==> config.mk <==
export PLATFORM = sky130hd
export DESIGN_NAME = t08_fetch_ras
export DESIGN_NICKNAME = d
export VERILOG_FILES = /design/src/rtl/t08_fetch_ras.sv
export SDC_FILE = /design/constraint.sdc
export NUM_CORES = 1
export LEC_CHECK = 0
export CAP_MARGIN = 20
export CORE_UTILIZATION = 40
export CTS_CLUSTER_SIZE = 40
export DETAILED_ROUTE_END_ITERATION = 10
export SLEW_MARGIN = 20
export SYNTH_ARGS = -nofsm -noshare
export SYNTH_HDL_FRONTEND = slang
export SYNTH_SLANG_ARGS = --single-unit
==> constraint.sdc <==
create_clock -name clk -period 4.2 [get_ports clk]
set_input_delay 1.26 -clock clk [delete_from_list [all_inputs] [get_ports clk]]
set_output_delay 1.26 -clock clk [all_outputs]
set_load 0.01 [all_outputs]
==> src/rtl/t08_fetch_ras.sv <==
// t08 fetch unit: PC generation, PC-relative redirects and a circular return-address stack.
// Optional build macro T08_FETCH_MISALIGN_EN: misaligned redirect targets are refused and flagged.
module t08_fetch_ras #(
    parameter int              XLEN      = 32,
    parameter logic [XLEN-1:0] RESET_PC  = '0,
    parameter int              INC       = 4,
    parameter int              RAS_DEPTH = 4
) (
    input  logic                         clk,
    input  logic                         rst,
    input  logic                         freeze,
    input  logic                         jump,
    input  logic                         branch,
    input  logic                         ret,
    input  logic [XLEN-1:0]              imm_offset,
    output logic [XLEN-1:0]              program_counter,
    output logic [XLEN-1:0]              ret_address,
    output logic [$clog2(RAS_DEPTH):0]   ras_count,
    output logic                         ras_overflow,
    output logic                         ras_underflow,
    output logic                         misalign_err
);

    localparam int              PTR_W    = $clog2(RAS_DEPTH);
    localparam int              CNT_W    = PTR_W + 1;
    localparam logic [PTR_W-1:0] PTR_LAST = PTR_W'(RAS_DEPTH - 1);
    localparam logic [CNT_W-1:0] CNT_FULL = CNT_W'(RAS_DEPTH);
    localparam logic [XLEN-1:0]  INC_X    = XLEN'(INC);

    logic [XLEN-1:0]  pc_q;
    logic [XLEN-1:0]  ras_mem [RAS_DEPTH];
    logic [PTR_W-1:0] wr_ptr;
    logic [CNT_W-1:0] cnt_q;
    logic             ovf_q;
    logic             unf_q;

    logic [XLEN-1:0]  seq_pc;
    logic [XLEN-1:0]  rel_target;
    logic [XLEN-1:0]  ras_top;
    logic [XLEN-1:0]  target;
    logic [XLEN-1:0]  next_pc;
    logic [PTR_W-1:0] top_ptr;
    logic [PTR_W-1:0] wr_ptr_inc;
    logic             ras_empty;
    logic             ras_full;
    logic             redirect;

    // wr_ptr names the next free slot; the top entry sits one below it, circularly.
    assign top_ptr    = (wr_ptr == '0) ? PTR_LAST : wr_ptr - PTR_W'(1);
    assign wr_ptr_inc = (wr_ptr == PTR_LAST) ? '0 : wr_ptr + PTR_W'(1);
    assign ras_empty  = (cnt_q == '0);
    assign ras_full   = (cnt_q == CNT_FULL);
    assign ras_top    = ras_mem[top_ptr];
    assign seq_pc     = pc_q + INC_X;
    assign rel_target = pc_q + imm_offset;

    always_comb begin
        redirect = 1'b0;
        target   = seq_pc;
        if (jump) begin
            redirect = 1'b1;
            target   = rel_target;
        end else if (ret) begin
            if (!ras_empty) begin
                redirect = 1'b1;
                target   = ras_top;
            end
        end else if (branch) begin
            redirect = 1'b1;
            target   = rel_target;
        end
    end

`ifdef T08_FETCH_MISALIGN_EN
    logic misaligned;
    logic mis_q;

    assign misaligned = redirect && (target[1:0] != 2'b00);
    assign next_pc    = misaligned ? seq_pc : target;

    always_ff @(posedge clk) begin
        if (rst) begin
            mis_q <= 1'b0;
        end else begin
            mis_q <= !freeze && misaligned;
        end
    end

    assign misalign_err = mis_q;
`else
    assign next_pc      = target;
    assign misalign_err = 1'b0;
`endif

    // Stack bookkeeping follows the command even when a misaligned target is refused.
    always_ff @(posedge clk) begin
        if (rst) begin
            pc_q   <= RESET_PC;
            wr_ptr <= '0;
            cnt_q  <= '0;
            ovf_q  <= 1'b0;
            unf_q  <= 1'b0;
            for (int i = 0; i < RAS_DEPTH; i++) begin
                ras_mem[i] <= '0;
            end
        end else if (!freeze) begin
            pc_q <= next_pc;
            if (jump) begin
                ras_mem[wr_ptr] <= seq_pc;
                wr_ptr          <= wr_ptr_inc;
                if (ras_full) begin
                    ovf_q <= 1'b1;
                end else begin
                    cnt_q <= cnt_q + CNT_W'(1);
                end
            end else if (ret) begin
                if (ras_empty) begin
                    unf_q <= 1'b1;
                end else begin
                    wr_ptr <= top_ptr;
                    cnt_q  <= cnt_q - CNT_W'(1);
                end
            end
        end
    end

    assign program_counter = pc_q;
    assign ret_address     = ras_empty ? '0 : ras_top;
    assign ras_count       = cnt_q;
    assign ras_overflow    = ovf_q;
    assign ras_underflow   = unf_q;

endmodule
Yosys cells after proc, flatten, opt, wreduce, memory -nomap -nowiden
Memory sizes are Yosys's and may differ from the RTL's.
Cells that the tools add are included.
- RAM bits: 128
- memories kept: 1
- register bits: 39
- word-level logic and storage cells: 49
- input port bits: 38
- output and inout bits: 70
- memories (name ; words ; bits a word ; rd ports ; clocked after memory_dff ; write ports ; line ; RTL):
    ras_mem ; 4 ; 32 ; 1 ; 0 ; 4 ; 31 ; logic [XLEN-1:0] ras_mem [RAS_DEPTH];
- equal/unequal tests: 4
- add/subtract/negate cells: 6
- muxes and demuxes: 23
- bitwise logic cells: 2
- reductions and logical operators: 8
- operators with widths (cell ; count):
    32-bit two-way mux ; 6
    32-bit by 3-bit adder with 32-bit output (second input constant) ; 1
    32-bit adder ; 1
    32-bit OR reduction ; 1
    2-bit two-way mux ; 6
    3-bit two-way mux ; 4
    4-bit AND reduction ; 2
    1-bit two-way mux ; 7
    3-bit AND reduction ; 2
    2-bit inequality test (second input constant) ; 2
    3-bit by 1-bit adder with 3-bit output (second input constant) ; 1
    3-bit equality test (second input constant) ; 1
    3-bit logical NOT ; 1
    3-bit by 1-bit subtractor with 3-bit output (second input constant) ; 1
    2-bit by 1-bit adder with 2-bit output (second input constant) ; 1
    2-bit equality test (second input constant) ; 1
    2-bit logical NOT ; 1
    1-bit NOT ; 2
    2-bit nonzero test ; 1
    2-bit by 1-bit subtractor with 2-bit output (second input constant) ; 1

Logic depth before layout (Yosys ltp)
- depth in word-level cells: 6
- mapped depth: 12
- depth with buffers taken out: 11

Worst setup path before layout
Ideal clock, no wire load.
- path type: in2reg
- start: input imm_offset[0]
- end: register pc_q[30] (netlist: program_counter[30])
- library setup time: 103 ps
- stages: 11
- required time: 4097 ps
- setup slack: 735 ps
- buffers on the path: 0
- arrival time: 3362 ps
- path through: ha_1 > inv_1 > fa_1 > nor2b_1 > o31a_1 > o2111ai_2 > a21oi_1 > a21o_1 > a41oi_2 > nand2b_1 > a2111oi_2
- longest elaborated chain between the ends: 4
- ends and longest elaborated chain (what ; line ; RTL):
    start: declaration ; 15 ; input logic [XLEN-1:0] imm_offset,
    32-bit adder * ; 55 ; assign rel_target = pc_q + imm_offset;
    32-bit two-way mux ; 68 ; end else if (branch) begin
    32-bit two-way mux ; 63 ; end else if (ret) begin
    32-bit two-way mux * ; 60 ; if (jump) begin
    end signal: assignment ; 107 ; pc_q <= next_pc;
    end: declaration ; 30 ; logic [XLEN-1:0] pc_q;
Every way passes the cells marked *; elsewhere a longest branch is shown, timed or not.
A chain may end at the register's enable or synchronous reset.

Final worst setup path
- start: register wr_ptr[1]
- end: output ret_address[13]
- longest elaborated chain between the ends: 4
- elaborated cells on any way between the ends: 5
- classes of those cells: add/sub (1); mux (2); reduce/logical (1); memory (1)
- ends and longest elaborated chain (what ; line ; RTL):
    start: declaration ; 32 ; logic [PTR_W-1:0] wr_ptr;
    start signal: assignment ; 110 ; wr_ptr <= wr_ptr_inc;
    start signal: assignment ; 120 ; wr_ptr <= top_ptr;
    2-bit by 1-bit subtractor with 2-bit output or 2-bit logical NOT (tied branches) ; 49 ; assign top_ptr = (wr_ptr == '0) ? PTR_LAST : wr_ptr - PTR_W'(1);
    2-bit two-way mux * ; 49 ;
    memory 4 x 32 bit * ; n/a ;
    32-bit two-way mux * ; 128 ; assign ret_address = ras_empty ? '0 : ras_top;
    end: declaration ; 17 ; output logic [XLEN-1:0] ret_address,
Marks and branches as above.

==> qor.yml <==
finish:
  fin_util: 0.506
  multiInputGateArea_sq_mm: 0.00498
  num_antenna_cells: 0
  nets: 1169
  seq_area_sq_mm: 0.00463
  area_growth_pct: 23.8
  fillCellCount: 2197
  drive_gt1_frac: 0.118
  fin_area_sq_mm: 0.0123
sta:
  fmax_ghz: 0.245
  fin_worst_skew_ns: 0.0102
  setup_viol: 0
  fin_setup_tns_ns: 0
  min_period_ns: 4.08
  drv_slew: 0
  fin_ws_ns: 0.116
  finalHoldViolations: 0
  min_period_over_period: 0.972
  slew_headroom: 0.485
  rsz0062_at_grt: "no"
  tightest_slew_ns: 0.773
floorplan:
  dieWidth_um: 160
  start_util: 0.409
  core_area_sq_mm: 0.0243
  ioPinCount: 108
  row_count: 57
  die_area_sq_mm: 0.0255
  die_h_um: 160
drt:
  wl_met3_um: 1370
  vias: 8062
  firstDrtPassIters: 5
  antenna_left: 0
  maxUsedRoutingLayer: "met4"
  avgViaCountPerCell: 5.63
  wire_per_inst_um: 21.0
  wl_met2_um: 14500
  wl_met1_um: 13700
  totalWireLength_um: 30100
  drc: 0
  detail_route.iter0.violations: 784
worst_hold_path:
  hold_class: "reg -> reg"
clock_network:
  cts_tree: "done"
  insertion_delay_ns: 0.43
  cts_buffers: 17
  clk_pin_slew_ns: 0.06
  ctsHoldBuffers: 0
  cts.sinks: 167
  h-tree-depth: 4
  root_buffer: "clkbuf_16"
  cts_buffer_depth: 2
setup_path:
  crit_required_ns: 2.94
  path_delay_family: "buffers and inverters"
  cp.arrival_ns: 2.82
  startpoint_type: "flip-flop"
  cp_max_fo: 9
  path_cells: "inv_1 -> ha_2 -> nor2b_4 -> buf_12 -> clkbuf_16 -> mux4_2 -> and2_1 -> clkdlybuf4s50_1"
  cp_slowest_cell: "mux4_2"
  timing_worst_setup_path_type: "reg -> out"
  cp-end-kind: "output port"
  max_stage_delay_ns: 0.55
  timing.critical_path.buf_inv: 4
pwr:
  p_leak_uw: 0.00457
  power.density_mw_per_mm2: 418
  power.total_uw: 5150
  peakVddDrop_mv: 0.212
synth:
  avgSynthCellArea_sq_um: 10.1
  ys_seq_elements: 167
  seq_area_frac_synth: 0.465
  synth_cells: 981
  netlist_area_sq_mm: 0.00994
  synth_edf_count: 128
  syn-num-nets: 1055
  async_flop_share: 0
  synth_warnings: 0
  synth_top_flop_cell: "edfxtp_1"
  synth.distinct_cells: 84
grt:
  grt_pass1_vias: 7979
  grt_overflow: 0
  grt_pass1_wl_um: 46200
  grt_max_degree: 36
  antenna_found_initial: 0
  grt_use_total: 0.237
place:
  place_congestion: 0.856
  io_buffer_count: 106
  dp_slack_ns: -0.0202
  dpl-instance-area_sq_mm: 0.0115
  dpl.hpwl_um: 20900
flow_run:
  maxCapViolations: 0
status:
  status: "finished, final reports clean"
[power breakdown]
group	internal, uW	leakage (uW)	switching [uW]
Sequential	1880	0.00165	109
Combinational	614	0.00261	783
Clock	1080	0.000321	689
Total	3570	0.00457	1580
[final cells by class]
class,count,area share
Clock buffer,18,0.0348
Clock inverter,14,0.0189
Inverter,29,0.00884
Multi-Input combinational cell,729,0.404
Sequential cell,167,0.376
Tap cell,324,0.0329
Timing Repair Buffer,151,0.125
[kinds of logic after synthesis]
| family | share of synthesized area |
|---|---|
| and+or+nand+nor | 0.180 |
| DFF | 0.465 |
| buffers and inverters | 0.0356 |
| adders and majority gates | 0.0468 |
| muxes | 0.0755 |
| xor gates and xnor gates | 0.0500 |
| other | 0.000377 |
| AOI/OAI and AO/OA | 0.146 |
[state kept, by name, indices dropped and copies added (netlist names)]
name	count
ras_mem	128
program_counter	32
ras_count	3
wr_ptr	2
ras_overflow	1
ras_underflow	1
[worst register-to-register path: cells and delay by family, from the launching register on]
family,cells,cell delay [ns]
adders and majority gates,1,0.28
xor gates and xnor gates,1,0.36
and+or+nand+nor,4,1.16
DFF,1,0.59
AOI/OAI and AO/OA,3,0.53
[cell usage in the layout (no fill, tap or decap), types with 13 or more instances in the layout]
master             n
nand2_1           67
dfxtp_1           38
xor2_1            24
mux4_2            28
o21ai_1           21
ha_1              33
buf_4             36
clkdlybuf4s50_1  106
inv_1             27
and2_1            31
a21o_1            15
edfxtp_1         128
clkbuf_16         20
xnor2_1           29
nand3_1           16
nor2_1           189
and3_1            13
a21oi_1           55
o21ai_0           28
[timing repair]
| item | CTS | global route |
|---|---|---|
| cloned | 1 | 3 |
| hold endpoints to repair | 0 | 0 |
| pin swaps | 0 | 0 |
| resized for setup | 2 | 2 |
| buffers inserted | 0 | 2 |
| setup endpoints to repair | 23 | 21 |
[synthesized netlist by cell type (5+ instances only)]
cell / n / area share
nor2_1: 189 / 0.071
edfxtp_1: 128 / 0.39
nand2_1: 67 / 0.025
a21oi_1: 55 / 0.028
clkbuf_1: 41 / 0.015
dfxtp_1: 39 / 0.079
ha_1: 34 / 0.043
and2_1: 31 / 0.020
xnor2_1: 29 / 0.026
mux4_2: 28 / 0.063
o21ai_0: 28 / 0.014
inv_1: 27 / 0.010
xor2_1: 24 / 0.021
o21ai_1: 22 / 0.011
nand3_1: 16 / 0.0081
a21o_1: 15 / 0.011
and3_1: 13 / 0.0082
mux2i_1: 12 / 0.012
nand4_1: 12 / 0.0075
nor3_1: 12 / 0.0060
nor2b_1: 11 / 0.0069
nand2b_1: 8 / 0.0050
o22ai_1: 8 / 0.0050
a211oi_1: 7 / 0.0053
a31oi_1: 7 / 0.0044
o211ai_1: 7 / 0.0053
o31ai_1: 7 / 0.0053
buf_4: 6 / 0.0045
o21a_1: 6 / 0.0045
a221oi_1: 5 / 0.0044
and4_1: 5 / 0.0044
[routing by layer]
layer | GRT usage | vias to the layer above
met1 | 0.330 | 3957
met2 | 0.393 | 248
met3 | 0.0216 | 38
met5 | 0 | -
li1 | - | 3819
met4 | 0.0717 | 0
[metrics by stage]
stage          hold WS, ns  instances
2_1_floorplan        0.505        981
3_3_place_gp         0.511       1394
3_5_place_dp         0.498       1394
4_1_cts              0.527       1427
5_1_grt              0.576       1432
6_report             0.539       1432
[worst paths after layout]
| path | start | to | slack (ns) | cells past startpoint |
|---|---|---|---|---|
| setup reg to reg | program_counter[2]$_SDFFE_PP0N_ | program_counter[26]$_SDFFE_PP0N_ | 1.17 | 9 |
| hold reg to reg | ras_overflow$_SDFFE_PP0P_ | ras_overflow$_SDFFE_PP0P_ | 0.54 | 2 |
| hold / removal | ras_overflow$_SDFFE_PP0P_ | ras_overflow$_SDFFE_PP0P_ | 0.54 | 2 |
| setup / recovery | wr_ptr[1]$_SDFFE_PP0P_ | ret_address[13] | 0.12 | 8 |
(Power assumes the default switching activity.)
